### config.mk
export PLATFORM = sky130hd
export DESIGN_NAME = busif_ncs
export DESIGN_NICKNAME = d
export VERILOG_FILES = /design/src/rtl/busif_pkg.sv /design/src/rtl/busif_decode.sv /design/src/rtl/busif_ncs.sv
export SDC_FILE = /design/constraint.sdc
export NUM_CORES = 1
export LEC_CHECK = 0
export CORE_AREA = 4 4 148 150
export CTS_BUF_LIST = sky130_fd_sc_hd__clkbuf_8
export CTS_CLUSTER_DIAMETER = 120
export CTS_CLUSTER_SIZE = 20
export DETAILED_ROUTE_END_ITERATION = 8
export DIE_AREA = 0 0 152 154
export DONT_BUFFER_PORTS = 1
export PLACE_DENSITY = 0.55
export SLEW_MARGIN = 0
export SYNTH_ARGS = -nofsm -noshare
export SYNTH_HDL_FRONTEND = slang
export SYNTH_SLANG_ARGS = --single-unit
### constraint.sdc
create_clock -name CLK -period 6.8 [get_ports CLK]
set_input_delay 0.68 -clock CLK [delete_from_list [all_inputs] [get_ports CLK]]
set_output_delay 0.68 -clock CLK [all_outputs]
set_load 0.005 [all_outputs]
### src/rtl/busif_pkg.sv
// Shared widths, FSM state encoding and defaults for the MCS IO bus interface.
// Other files pull these in with import busif_pkg::*.
package busif_pkg;

    localparam int unsigned BANK_W = 8;
    localparam int unsigned DATA_W = 32;

    localparam logic [DATA_W-1:0] DEFAULT_ERR_DATA = 32'hDEAD_BEEF;

    typedef logic [1:0] state_t;

    localparam state_t ST_IDLE = 2'd0;
    localparam state_t ST_WAIT = 2'd1;
    localparam state_t ST_RESP = 2'd2;

endpackage

### src/rtl/busif_decode.sv
// Bank-code decode: range check, bank offset and one-hot WR/RD strobes.
// Purely combinational; strobes only fire while enable is high.
module busif_decode
    import busif_pkg::*;
#(
    parameter int unsigned       NBANK     = 8,
    parameter logic [BANK_W-1:0] BANK_BASE = 8'hC0
) (
    input  logic [BANK_W-1:0] code,
    input  logic              enable,
    input  logic              addr_strobe,
    input  logic              read_strobe,
    input  logic              write_strobe,
    output logic              accept,
    output logic              in_range,
    output logic              is_write,
    output logic [BANK_W-1:0] offset,
    output logic [NBANK-1:0]  wr,
    output logic [NBANK-1:0]  rd
);

    // One extra bit so BANK_BASE+NBANK past 8'hFF cannot wrap around.
    localparam logic [BANK_W:0] LO = {1'b0, BANK_BASE};
    localparam logic [BANK_W:0] HI = LO + (BANK_W + 1)'(NBANK);

    logic [BANK_W:0] code_ext;

    assign code_ext = {1'b0, code};
    assign in_range = (code_ext >= LO) && (code_ext < HI);
    assign offset   = code - BANK_BASE;
    assign accept   = enable & addr_strobe & (read_strobe | write_strobe);
    assign is_write = write_strobe;

    always_comb begin
        wr = '0;
        rd = '0;
        for (int i = 0; i < NBANK; i++) begin
            if (accept && in_range && (offset == BANK_W'(i))) begin
                wr[i] = is_write;
                rd[i] = ~is_write;
            end
        end
    end

endmodule

### src/rtl/busif_ncs.sv
// MicroBlaze MCS IO bus interface: bank decode, fixed or handshake completion,
// timeout watchdog and sticky error reporting.
module busif_ncs
    import busif_pkg::*;
#(
    parameter int unsigned       NBANK     = 8,
    parameter logic [BANK_W-1:0] BANK_BASE = 8'hC0,
    parameter logic [15:0]       HS_MASK   = 16'h0001,
    parameter int unsigned       TO_CYCLES = 255,
    parameter logic [DATA_W-1:0] ERR_DATA  = DEFAULT_ERR_DATA
) (
    input  logic                    CLK,
    input  logic                    RST,
    input  logic [31:0]             IO_Address,
    input  logic                    IO_Addr_Strobe,
    input  logic                    IO_Read_Strobe,
    input  logic                    IO_Write_Strobe,
    output logic [DATA_W-1:0]       IO_Read_Data,
    output logic                    IO_Ready,
    output logic [NBANK-1:0]        WR,
    output logic [NBANK-1:0]        RD,
    input  logic [DATA_W*NBANK-1:0] RDATA,
    input  logic [NBANK-1:0]        SRDY,
    input  logic                    ERR_CLR,
    output logic                    BUS_ERR,
    output logic [31:0]             ERR_ADDR
);

    localparam int unsigned      CNT_W   = (TO_CYCLES < 2) ? 1 : $clog2(TO_CYCLES + 1);
    localparam logic [CNT_W-1:0] CNT_MAX = CNT_W'(TO_CYCLES);
    localparam bit               TO_EN   = (TO_CYCLES != 0);

    state_t              state_q, state_d;
    logic [BANK_W-1:0]   bank_q;
    logic                write_q;
    logic [31:0]         addr_q;
    logic [CNT_W-1:0]    cnt_q, cnt_d;
    logic [DATA_W-1:0]   rdata_q;
    logic                bus_err_q;
    logic [31:0]         err_addr_q;

    logic                idle;
    logic                dec_accept;
    logic                dec_in_range;
    logic                dec_is_write;
    logic [BANK_W-1:0]   dec_offset;

    logic [BANK_W-1:0]   sel_idx;
    logic                sel_hs;
    logic                sel_srdy;
    logic [DATA_W-1:0]   sel_rdata;

    logic                done;
    logic                err;
    logic                cur_write;
    logic [31:0]         cur_addr;

    assign idle = (state_q == ST_IDLE);

    busif_decode #(
        .NBANK     (NBANK),
        .BANK_BASE (BANK_BASE)
    ) u_decode (
        .code         (IO_Address[31:24]),
        .enable       (idle & ~RST),
        .addr_strobe  (IO_Addr_Strobe),
        .read_strobe  (IO_Read_Strobe),
        .write_strobe (IO_Write_Strobe),
        .accept       (dec_accept),
        .in_range     (dec_in_range),
        .is_write     (dec_is_write),
        .offset       (dec_offset),
        .wr           (WR),
        .rd           (RD)
    );

    // In IDLE the live decode selects the bank; afterwards the latched one does.
    always_comb begin
        sel_idx   = idle ? dec_offset : bank_q;
        sel_hs    = 1'b0;
        sel_srdy  = 1'b0;
        sel_rdata = '0;
        for (int i = 0; i < NBANK; i++) begin
            if (sel_idx == BANK_W'(i)) begin
                sel_hs    = HS_MASK[i];
                sel_srdy  = SRDY[i];
                sel_rdata = RDATA[DATA_W*i +: DATA_W];
            end
        end
    end

    assign cur_write = idle ? dec_is_write : write_q;
    assign cur_addr  = idle ? IO_Address : addr_q;

    always_comb begin
        state_d = state_q;
        cnt_d   = cnt_q;
        done    = 1'b0;
        err     = 1'b0;
        case (state_q)
            ST_IDLE: begin
                if (dec_accept) begin
                    if (!dec_in_range) begin
                        state_d = ST_RESP;
                        done    = 1'b1;
                        err     = 1'b1;
                    end else if (!sel_hs || sel_srdy) begin
                        state_d = ST_RESP;
                        done    = 1'b1;
                    end else begin
                        state_d = ST_WAIT;
                        cnt_d   = CNT_W'(1);
                    end
                end
            end
            ST_WAIT: begin
                // Slave ready beats the watchdog when both land in one cycle.
                if (sel_srdy) begin
                    state_d = ST_RESP;
                    done    = 1'b1;
                end else if (TO_EN && (cnt_q == CNT_MAX)) begin
                    state_d = ST_RESP;
                    done    = 1'b1;
                    err     = 1'b1;
                end else if (TO_EN && (cnt_q != CNT_MAX)) begin
                    cnt_d = cnt_q + CNT_W'(1);
                end
            end
            ST_RESP: state_d = ST_IDLE;
            default: state_d = ST_IDLE;
        endcase
    end

    always_ff @(posedge CLK or posedge RST) begin
        if (RST) begin
            state_q    <= ST_IDLE;
            cnt_q      <= '0;
            bank_q     <= '0;
            write_q    <= 1'b0;
            addr_q     <= '0;
            rdata_q    <= '0;
            bus_err_q  <= 1'b0;
            err_addr_q <= '0;
        end else begin
            state_q <= state_d;
            cnt_q   <= cnt_d;
            if (dec_accept) begin
                bank_q  <= dec_offset;
                write_q <= dec_is_write;
                addr_q  <= IO_Address;
            end
            if (done && !cur_write) begin
                rdata_q <= err ? ERR_DATA : sel_rdata;
            end
            if (err) begin
                bus_err_q  <= 1'b1;
                err_addr_q <= cur_addr;
            end else if (ERR_CLR) begin
                bus_err_q <= 1'b0;
            end
        end
    end

    assign IO_Ready     = (state_q == ST_RESP);
    assign IO_Read_Data = rdata_q;
    assign BUS_ERR      = bus_err_q;
    assign ERR_ADDR     = err_addr_q;

endmodule
---- After elaboration in Yosys (flattened, before gate mapping) ----
Cells that the tools add are included.
W data, S select, Z words.
word-level totals
  input bits .............................. 302
  register bits ........................... 116
  output and inout bits ................... 82
operators by class
  eq/ne operators ......................... 25
  reductions and logical operators ........ 21
  magnitude comparators ................... 2
  $add $sub $neg .......................... 2
  bitwise operators ....................... 6
  muxes and demuxes ....................... 69
operators with widths
  kind                   number
  $mux W32               10
  $eq A8 B3 Y1 const B   8
  $mux W8                7
  $mux W1                43
  $eq A8 B2 Y1 const B   4
  $eq A8 B1 Y1 const B   2
  $logic_not A8 Y1       2
  $pmux W8 S2            1
  $logic_and A1 B1 Y1    11
  $mux W2                5
  $add A8 B1 Y8 const B  1
  $eq A8 B8 Y1 const B   1
  $ge A8 B8 Y1 const B   1
  $lt A8 B8 Y1 const B   1
  $ne A2 B2 Y1 const B   4
  $ne A8 B8 Y1 const B   1
  $sub A8 B8 Y8 const B  1
  $reduce_and A7 Y1      1
  $ne A2 B1 Y1 const B   2
  $pmux W1 S2            2
  $pmux W2 S2            1
  $reduce_bool A2 Y1     2
  $and A1 B1 Y1          3
  $ne A3 B3 Y1 const B   1
  8 further kinds        10

---- Longest topological paths before layout ----
Gate-level depths: netlist (run 1).
  depth in word-level cells ............... 18
  mapped depth ............................ 11
  depth with buffers taken out ............ 9

---- Hierarchy ----
From an unflattened synthesis (run 1), not the netlist that was laid out.
second synthesis, totals
  cell total of the unflattened synthesis .. 787
  area total of the unflattened synthesis .. 7439.6 µm²
by module, submodules not included
  module        area an instance (µm²)  times used  cells each  seq. area each (µm²)
  busif_ncs     7089.3                  1           744         2902.8
  busif_decode  350.3                   1           43          0.0

---- Least setup slack after synthesis (run 1) ----
OpenSTA, ideal clock, no wires.
  kind .................................... input -> output
  start point ............................. in RST
  end point ............................... out RD[0]
  buffers on the path ..................... 1
  setup slack ............................. 1680 ps
  arrival time ............................ 4440 ps
  stages .................................. 7
  data required time ...................... 6120 ps
  cells stage by stage .................... inv_1 > o2111a_1 > clkbuf_1 > and4b_1 > nor2b_1 > nand2b_1 > nor3_1
on the way
  word-level cells in the longest chain between the ends .. 7
ends and longest elaborated chain
  what                               line                source
  from (decl)                        busif_ncs.sv:13     input logic RST,
  $not A1 Y1                         busif_ncs.sv:65     .enable (idle & ~RST),
  $and A1 B1 Y1                      busif_ncs.sv:65
  $and A1 B1 Y1 (2 in series)        busif_decode.sv:31  assign accept = enable & addr_strobe & (read_strobe | write_strobe);
  $logic_and A1 B1 Y1 (2 in series)  busif_decode.sv:38  if (accept && in_range && (offset == BANK_W'(i))) begin
  $mux W1                            busif_decode.sv:38
  to (decl)                          busif_ncs.sv:21     output logic [NBANK-1:0] RD,
Every way passes these cells.

---- Worst setup path after layout (run 1) ----
  start point ............................. reg state_q[1]
  end point ............................... reg err_addr_q[1], in the netlist ERR_ADDR[1]
on the way
  word-level cells in the longest chain between the ends .. 13
  elaborated cells on any way between the ends .. 26
ends and longest elaborated chain
  what                    line                               source
  from (decl)             busif_ncs.sv:33                    state_t state_q, state_d;
  from (signal assigned)  busif_ncs.sv:145                   state_q <= state_d;
  $logic_not A2 Y1        busif_ncs.sv:58, busif_ncs.sv:100
  $mux W8                 busif_ncs.sv:79                    sel_idx = idle ? dec_offset : bank_q;
  $logic_not A8 Y1        busif_ncs.sv:84                    if (sel_idx == BANK_W'(i)) begin
  $mux W1 (8 in series)   busif_ncs.sv:84
  $mux W1                 busif_ncs.sv:118                   if (sel_srdy) begin
  $pmux W1 S2             busif_ncs.sv:100                   case (state_q)
  to (signal assigned)    busif_ncs.sv:157                   err_addr_q <= cur_addr;
  to (decl)               busif_ncs.sv:40                    logic [31:0] err_addr_q;
Several ways; a longest one is shown, not always the timed one.
A chain may end at the register's enable or synchronous reset.

==> metrics.txt, run 1 <==
core area 20700 sq um; maximum vdd ir drop 0.000132 V; Root Buffer clkbuf_8; CTS tree done; wirelength, routed 30300 um; clk slew on worst S/H paths 0.13 ns; Initial Util 0.338; Clock Sinks 110; f_max 0.232 GHz; dpl ws 2.36 ns; Total GRT Usage 0.242; Post-route DRC 0; max_slew headroom 0.251; Vias per Instance 6.62; Post-Synthesis Cells 704; PortBufs 0; max cap viols 0; die width 152 um; Final setup violation count 0; Hold EP bank_q[6]; Reg2Reg Depth 8; RSZ-0062 raised after global routing no; Logic pwr share 0.157; CP Launch Type flop; Setup TNS 0 ns; fin worst setup slack 2.49 ns; Final nets 981; R2R Path Start state_q[1]; kind of critical path reg2reg; setup bufs post-CTS 0; Worst R2R Setup Slack 2.49 ns; number of cell rows 53; WL/cell 31.4 um; layout cells sized above 1 0.159; register bit total from synthesis 110; Die Ht 154 um; HP Class in2reg; total number of yosys warnings 0; CTS buffer count 9; DRT iter0 DRCs 817; Sw Share 0.318; area grow syn2layout 7.72%; Synth async-reset ratio 1.00; Clock Power Share 0.284; first-pass GRT wire length 42600 um; IO Count 384; synthesized area 6980 sq um; vias 6392; Mapped Nets 1009; min-delay src IO_Address[30]; Worst Setup End Kind flop; Worst-Margin Slew 1.12 ns; Crit-path slowest cell nor2_2; Leak 3.01 nW; minimum clock period 4.31 ns; outcome completed; Post-CTS Hold Buffers 0; H-tree Lvls 3; fin crit share 0.634; cells along the critical path nor2_4, buf_4, nand3_2, a21oi_2, a221o_2, a21oi_2, nor2_2, o21ai_0; Sw Pwr 505 uW; Crit path required time 7.03 ns; most used cell, CP a21oi_2; Max FO, Critical Path 33; vias in the first global route 6105; Post-synth EDFFs 0; max-slew violation count 0; Congestion Overflow GR 0; worst path arrival time 4.54 ns; Worst path max stage delay 0.89 ns; library cells used by synthesis 68; Die ar. 23400 sq um; clk_skew 0.0159 ns; clock buffer depth 2; Mapped Avg Cell Area 9.92 sq um; Antenna Nets Post-Route 0; Pint 1.08 mW; sequential share of power 0.559; Seq/Total Area, Yosys 0.394; pin count of the biggest net entering global routing 64; pwr/cell area 211 nW/um^2; Final Wtd Congestion 0.975; dpl hpwl 23400 um; initial antenna violation count 10; Worst-Skew Late Latency 0.39 ns; drt pass-1 iters 6; post-CTS resize count 0; Final Hold Fails 0; hold path cells 1; Primary FF master, synth dfrtp_1; worst r2r dst ERR_ADDR[1]
-- layout make-up --
cell class                      instances  area (sq um)
Tap cell                              275           344
Sequential cell                       110          2750
Clock inverter                          7           101
Timing Repair Buffer                   17           128
Antenna cell                           10          25.0
Fill cell                            2107         13200
Inverter                                5          21.3
Multi-Input combinational cell        533          4030
Clock buffer                            9           124
-- registers in the layout, summed over array words and instances (netlist names) --
signal / count
state_q: 2
cnt_q: 8
write_q: 1
addr_q: 26
ERR_ADDR: 32
BUS_ERR: 1
IO_Read_Data: 32
bank_q: 8
-- worst max path at each step --
| stage | start | to | slack (ns) | depth (start not counted) |
|---|---|---|---|---|
| CTS | state_q[1] | ERR_ADDR[1] | 2.44 | 8 |
| global route | state_q[1] | ERR_ADDR[14] | 2.20 | 8 |
| detailed placement | IO_Address[30] | ERR_ADDR[1] | 2.36 | 8 |
| finish | state_q[1] | ERR_ADDR[1] | 2.49 | 8 |
| global placement | IO_Address[30] | ERR_ADDR[1] | 2.58 | 8 |
| floorplan | RST | RD[0] | 1.68 | 7 |
-- stage by stage --
| step | util | hold WS (ns) | cells | power (mW) | instance area, sq um |
|---|---|---|---|---|---|
| 3_3_place_gp | 0.352 | 0.484 | 940 | 1.15 | 7270 |
| 4_1_cts | 0.362 | 0.337 | 956 | 1.61 | 7500 |
| 2_1_floorplan | - | 0.459 | 704 | 1.06 | 6980 |
| 6_report | 0.364 | 0.365 | 966 | 1.59 | 7520 |
| 5_1_grt | 0.363 | 0.354 | 962 | 1.68 | 7510 |
| 3_5_place_dp | 0.352 | 0.494 | 940 | 1.16 | 7270 |
-- power by group through the flow --
stage               registers, mW  clock network [mW]  logic [mW]
floorplan                   0.857                   0       0.204
global placement            0.904                   0       0.243
detailed placement          0.903                   0       0.254
CTS                         0.891               0.470       0.253
global route                0.907               0.496       0.281
finish                      0.888               0.452       0.250
-- logic make-up after synthesis --
| logic type | count (synthesis) | synth area share |
|---|---|---|
| multiplexers | 103 | 0.161 |
| adder cells (fa/ha/maj) | 3 | 0.00537 |
| AND/OR/NAND/NOR | 158 | 0.131 |
| buffers and inverters | 61 | 0.0380 |
| AO/OA/AOI/OAI | 269 | 0.271 |
| flip-flops | 110 | 0.394 |
-- cells in the mapped netlist, types with 4 or more instances --
master | number | area [sq um]
dfrtp_1 | 110 | 2750
o21ai_0 | 48 | 240
mux2_2 | 41 | 462
clkbuf_1 | 37 | 139
a22oi_1 | 36 | 270
a21oi_1 | 35 | 175
nand3_1 | 35 | 175
nor2_1 | 35 | 131
mux2i_1 | 34 | 340
o22ai_1 | 30 | 188
mux2_1 | 26 | 293
o211ai_1 | 17 | 128
a221oi_1 | 15 | 131
and3_1 | 14 | 87.6
a222oi_1 | 12 | 120
nand2_1 | 11 | 41.3
nand4_1 | 9 | 56.3
a211oi_1 | 8 | 60.1
buf_2 | 8 | 40.0
nand2b_1 | 8 | 50.1
a22o_1 | 7 | 61.3
buf_1 | 7 | 26.3
nor4b_1 | 7 | 61.3
o2111ai_1 | 7 | 61.3
o22a_1 | 7 | 61.3
o31ai_1 | 7 | 52.6
or3_1 | 7 | 43.8
or4_1 | 6 | 45.0
a21oi_2 | 5 | 43.8
inv_1 | 5 | 18.8
nor3_1 | 5 | 25.0
o21ai_1 | 5 | 25.0
a21boi_0 | 4 | 30.0
nor2b_1 | 4 | 25.0
-- worst max-delay path: cells and delay by family (launching register included) --
| family | cells | cell delay [ns] |
|---|---|---|
| flops | 1 | 0.51 |
| simple gates | 3 | 1.49 |
| compound gates | 4 | 1.60 |
| buf+inv | 1 | 0.52 |
-- layout by cell type (no fill, tap or decap), types with 4 or more instances in the layout --
cell         n
o22a_1       7
o31ai_1      7
o2111ai_1    7
nand2_1     11
nor2_1      34
nor4b_1      7
buf_4       17
diode_2     10
nor3_1       5
or3_1        7
o211ai_1    17
a22oi_1     36
a222oi_1    12
o21ai_0     46
nand4_1      9
nand3_1     35
clkbuf_8     9
o21ai_2      6
a221oi_1    15
a21oi_2      8
o22ai_1     30
a22o_1       7
a21oi_1     32
a211oi_1     8
mux2_2      41
mux2i_1     34
mux2_1      26
or4_1        6
and3_1      14
nor2b_1      4
dfrtp_1    110
inv_1        4
a21boi_0     4
nand2b_1     7
-- layer usage --
layer  up-vias  share of wire  GRT usage
met5         -         0.0019          0
met1      3159           0.37      0.287
met2       406           0.48      0.395
li1       2755              -          -
met4         8          0.039     0.0878
met3        64           0.12     0.0988
(Power assumes the default switching activity.)
==> run 2: changes to the inputs <==
--- a/config.mk
+++ b/config.mk
@@ -12,7 +12,7 @@
 export DETAILED_ROUTE_END_ITERATION = 8
 export DIE_AREA = 0 0 152 154
 export DONT_BUFFER_PORTS = 1
-export PLACE_DENSITY = 0.55
+export PLACE_DENSITY = 0.56
 export SLEW_MARGIN = 0
 export SYNTH_ARGS = -nofsm -noshare
 export SYNTH_HDL_FRONTEND = slang
==> constraint.sdc (replaced) <==
create_clock -name CLK -period 3.6 [get_ports CLK]
set_input_delay 0.36 -clock CLK [delete_from_list [all_inputs] [get_ports CLK]]
set_output_delay 0.36 -clock CLK [all_outputs]
set_load 0.005 [all_outputs]
==> metrics.txt, run 2 (synthesized netlist as in run 1, its figures left out) <==
Worst-Skew Late Latency 0.40 ns (was 0.39 ns); leading cell type in the layout, fill and taps excluded dfrtp_1 (unchanged); Clock Sinks 110 (unchanged); Final Hold Fails 0 (unchanged); Leak 3.09 nW (was 3.01 nW); H-tree Lvls 3 (unchanged); Die Ht 154 um (unchanged); max_slew headroom 0.108 (was 0.251); dpl hpwl 24800 um (was 23400 um); PortBufs 0 (unchanged); fin crit share 0.914 (was 0.634); RSZ-0062 raised after global routing no (unchanged); Die ar. 23400 sq um (unchanged); outcome completed (unchanged); Reg2Reg Depth 7 (was 8); vias 6534 (was 6392); kind of critical path reg2reg (unchanged); Layout Cells excl Fill 975 (was 966); Crit path required time 3.82 ns (was 7.03 ns); clk slew on worst S/H paths 0.13 ns (about the same); Final Wtd Congestion 0.952 (was 0.975); clock buffer depth 2 (unchanged); Setup TNS 0 ns (unchanged); Root Buffer clkbuf_8 (unchanged); f_max 0.304 GHz (was 0.232 GHz); initial antenna violation count 7 (was 10); most frequent cells in the layout dfrtp_1 (110), o21ai_0 (46), mux2_2 (41) (unchanged); area grow syn2layout 9.26% (was 7.72%); max-slew violation count 0 (unchanged); Total GRT Usage 0.256 (was 0.242); R2R Path Start state_q[1] (unchanged); first-pass GRT wire length 45300 um (was 42600 um); WL/cell 32.4 um (was 31.4 um); drt pass-1 iters 6 (unchanged); HP Class in2reg (unchanged); worst r2r dst ERR_ADDR[31] (was ERR_ADDR[1]); Antenna Nets Post-Route 0 (unchanged); maximum vdd ir drop 0.000222 V (was 0.000132 V); wirelength, routed 31600 um (was 30300 um); CP startpoint state_q[1] (unchanged); Tot Pwr 3.00 mW (was 1.59 mW); die width 152 um (unchanged); Worst Setup End Kind flop (unchanged); Final Util 0.369 (was 0.364); clk_skew 0.0204 ns (was 0.0159 ns); worst path arrival time 3.51 ns (was 4.54 ns); max cap viols 0 (unchanged); Max FO, Critical Path 31 (was 33); IO Count 384 (unchanged); core area 20700 sq um (unchanged); layout cells sized above 1 0.178 (was 0.159); Hold WS 0.0406 ns (was 0.365 ns); Congestion Overflow GR 0 (unchanged); Post-CTS Hold Buffers 0 (unchanged); post-CTS resize count 0 (unchanged); min-delay src ERR_CLR (was IO_Address[30]); CP Launch Type flop (unchanged); Initial Util 0.338 (unchanged); Vias per Instance 6.70 (was 6.62); pwr/cell area 392 nW/um^2 (was 211 nW/um^2); vias in the first global route 6385 (was 6105); minimum clock period 3.29 ns (was 4.31 ns); layout filler cell count 2094 (was 2107); hold path cells 1 (unchanged); CTS tree done (unchanged); Post-route DRC 0 (unchanged); Worst-Margin Slew 1.34 ns (was 1.12 ns); DRT iter0 DRCs 680 (was 817); Final nets 996 (was 981); Final setup violation count 0 (unchanged); Cells after DPL 955 (was 940); Hold EP BUS_ERR (was bank_q[6]); CTS buffer count 9 (unchanged); Worst R2R Setup Slack 0.31 ns (was 2.49 ns); number of cell rows 53 (unchanged); setup bufs post-CTS 0 (unchanged); pin count of the biggest net entering global routing 61 (was 64)
-- run 2: routing by layer --
layer / part of all wire / vias up / track usage
li1: - / 2778 / -
met1: 0.38 / 3279 / 0.315
met2: 0.48 / 416 / 0.411
met3: 0.12 / 57 / 0.104
met4: 0.021 / 4 / 0.0869
met5: 0.00085 / - / 0
-- run 2: through the flow --
stage,setup WS [ns],cell area (sq um)
after floorplan,0.0704,6990
after global placement,0.332,7400
after detailed placement,0.114,7400
after CTS,0.313,7620
after global routing,0.0796,7630
final,0.311,7630
-- run 2: worst max-delay path by stage --
| stage | cells past startpoint | slack (ns) | end |
|---|---|---|---|
| 6_report | 7 | 0.31 | ERR_ADDR[31] |
| 5_1_grt | 7 | 0.08 | ERR_ADDR[6] |
| 4_1_cts | 7 | 0.31 | ERR_ADDR[3] |
| 3_5_place_dp | 8 | 0.11 | ERR_ADDR[8] |
| 3_3_place_gp | 8 | 0.33 | ERR_ADDR[7] |
| 2_1_floorplan | 8 | 0.07 | ERR_ADDR[0] |
-- run 2: worst max-delay path, cell delays in order, from the launching register on --
cell     delay [ns]
dfrtp_1        0.50
nor2_4         0.33
mux2_2         0.44
a32oi_1        0.27
a221o_2        0.27
a21oi_2        0.09
nor2_2         0.94
o21ai_0        0.26
-- run 2: power by group --
group	total [mW]	internal [mW]	switching, mW
logic	0.485	0.241	0.244
registers	1.68	1.47	0.208
clock network	0.834	0.290	0.544
-- run 2: area by class of cell --
| class | count | area, sq um | share of cell area |
|---|---|---|---|
| multi-input combinational | 533 | 4030 | 0.528 |
| sequential | 110 | 2750 | 0.361 |
| tap | 275 | 344 | 0.0451 |
| timing repair buffer | 32 | 253 | 0.0331 |
| clock buffer | 9 | 124 | 0.0162 |
| clock inverter | 7 | 93.8 | 0.0123 |
| inverter | 5 | 22.5 | 0.00295 |
| antenna | 4 | 10.0 | 0.00131 |
==> run 3: changes to the inputs <==
--- a/config.mk
+++ b/config.mk
@@ -5,14 +5,15 @@
 export SDC_FILE = /design/constraint.sdc
 export NUM_CORES = 1
 export LEC_CHECK = 0
-export CORE_AREA = 4 4 148 150
+export ABC_CLOCK_PERIOD_IN_PS = 3600
+export CORE_AREA = 2 2 151 153
 export CTS_BUF_LIST = sky130_fd_sc_hd__clkbuf_8
 export CTS_CLUSTER_DIAMETER = 120
 export CTS_CLUSTER_SIZE = 20
 export DETAILED_ROUTE_END_ITERATION = 8
-export DIE_AREA = 0 0 152 154
+export DIE_AREA = 0 0 153 155
 export DONT_BUFFER_PORTS = 1
-export PLACE_DENSITY = 0.56
+export PLACE_DENSITY = 0.54
 export SLEW_MARGIN = 0
 export SYNTH_ARGS = -nofsm -noshare
 export SYNTH_HDL_FRONTEND = slang
==> metrics.txt, run 3 (synthesized netlist as in run 1, its figures left out) <==
Worst-Skew Late Latency 0.40 ns (about the same); Final Hold Fails 0 (unchanged); Post-route DRC 0 (unchanged); Leak 3.09 nW (about the same); die width 153 um (was 152 um); Clock Power Share 0.268 (was 0.278); Worst Setup End Kind flop (unchanged); Crit path required time 3.91 ns (was 3.82 ns); Die ar. 23700 sq um (was 23400 sq um); Die Ht 155 um (was 154 um); first-pass GRT wire length 42900 um (was 45300 um); Antenna Nets Post-Route 0 (unchanged); Initial Util 0.314 (was 0.338); Final Wtd Congestion 0.920 (was 0.952); post-CTS resize count 0 (unchanged); max_slew headroom 0.111 (was 0.108); CTS tree done (unchanged); Worst-Margin Slew 1.32 ns (was 1.34 ns); RSZ-0062 raised after global routing no (unchanged); Vias per Instance 6.44 (was 6.70); Congestion Overflow GR 0 (unchanged); leading cell type in the layout, fill and taps excluded dfrtp_1 (unchanged); Root Buffer clkbuf_8 (unchanged); vias 6385 (was 6534); drt pass-1 iters 8 (was 6); Sw Share 0.323 (was 0.333); clk slew on worst S/H paths 0.12 ns (was 0.13 ns); Tot Pwr 2.95 mW (was 3.00 mW); Final setup violation count 0 (unchanged); kind of critical path reg2reg (unchanged); pwr/cell area 384 nW/um^2 (was 392 nW/um^2); area grow syn2layout 9.78% (was 9.26%); Post-CTS Hold Buffers 1 (was 0); Sw Pwr 952 uW (was 997 uW); PortBufs 0 (unchanged); clk_skew 0.0149 ns (was 0.0204 ns); wirelength, routed 30600 um (was 31600 um); maximum vdd ir drop 0.000273 V (was 0.000222 V); fin crit share 0.906 (was 0.914); Pint 1.99 mW (was 2.00 mW); fin worst setup slack 0.338 ns (was 0.311 ns); setup bufs post-CTS 0 (unchanged); dpl hpwl 23500 um (was 24800 um); Final nets 998 (was 996); layout cells sized above 1 0.178 (about the same); most frequent cells in the layout dfrtp_1 (110), o21ai_0 (46), mux2_2 (41) (unchanged); f_max 0.307 GHz (was 0.304 GHz); Logic pwr share 0.165 (was 0.162); vias in the first global route 6221 (was 6385); pin count of the biggest net entering global routing 52 (was 61); Total GRT Usage 0.246 (was 0.256); DRT iter0 DRCs 659 (was 680); sequential share of power 0.567 (was 0.560); max-slew violation count 0 (unchanged); initial antenna violation count 11 (was 7); H-tree Lvls 3 (unchanged); dpl ws 0.314 ns (was 0.114 ns); layout filler cell count 2273 (was 2094); core area 22200 sq um (was 20700 sq um); max cap viols 0 (unchanged); worst path arrival time 3.57 ns (was 3.51 ns); IO Count 384 (unchanged); number of cell rows 55 (was 53); minimum clock period 3.26 ns (was 3.29 ns); HP Class in2reg (unchanged); CP Launch Type flop (unchanged); Setup TNS 0 ns (unchanged); CTS buffer count 9 (unchanged); outcome completed (unchanged); clock buffer depth 2 (unchanged); Clock Sinks 110 (unchanged); Max FO, Critical Path 31 (unchanged); WL/cell 30.8 um (was 32.4 um)
[run 3: power groups by stage]
stage,clock network (mW),logic [mW],registers (mW)
3_5_place_dp,0,0.489,1.70
5_1_grt,0.866,0.542,1.71
4_1_cts,0.826,0.489,1.68
3_3_place_gp,0,0.476,1.70
6_report,0.789,0.486,1.67
2_1_floorplan,0,0.386,1.62
[run 3: layout make-up]
cell class | count | area [sq um] | share of cell area
Clock buffer | 10 | 138 | 0.0180
Inverter | 5 | 22.5 | 0.00294
Clock inverter | 6 | 56.3 | 0.00734
Tap cell | 285 | 357 | 0.0465
Antenna cell | 8 | 20.0 | 0.00261
Sequential cell | 110 | 2750 | 0.359
Timing Repair Buffer | 34 | 283 | 0.0369
Multi-Input combinational cell | 533 | 4040 | 0.527
[run 3: worst max-delay path: stages, from the launching register on]
cell     delay [ns]
dfrtp_1        0.49
nor2_4         0.49
mux2i_1        0.25
a32o_1         0.31
a221o_2        0.45
a21oi_2        0.38
buf_4          0.27
nor2_2         0.05
buf_4          0.24
o21ai_0        0.23
[run 3: path summary, 6_finish.rpt]
check / end / startpoint / cells past startpoint / slack, ns
setup / recovery: ERR_ADDR[4] / state_q[1] / 9 / 0.34
hold / removal: BUS_ERR / ERR_CLR / 1 / 0.04
setup reg to reg: ERR_ADDR[4] / state_q[1] / 9 / 0.34
hold reg to reg: addr_q[21] / addr_q[21] / 1 / 0.52
max in group asynchronous: ERR_ADDR[13] / RST / 4 / 1.43
min in group asynchronous: state_q[1] / RST / 2 / 0.52
[run 3: through the flow]
stage | cell area (sq um) | hold slack, ns | utilization | instances
finish | 7670 | 0.0437 | 0.345 | 991
global route | 7660 | 0.0196 | 0.345 | 990
CTS | 7650 | 0.0175 | 0.344 | 983
detailed placement | 7440 | 0.353 | 0.335 | 966
global placement | 7440 | 0.356 | 0.335 | 966
floorplan | 6990 | 0.453 | - | 704
[run 3: per-layer routing]
layer,share of wire,wire [um],track usage,up-vias
met4,0.027,818,0.108,4
li1,-,-,-,2797
met5,0.0010,31,0,-
met3,0.10,3070,0.0855,50
met1,0.39,11900,0.302,3172
met2,0.48,14800,0.393,362
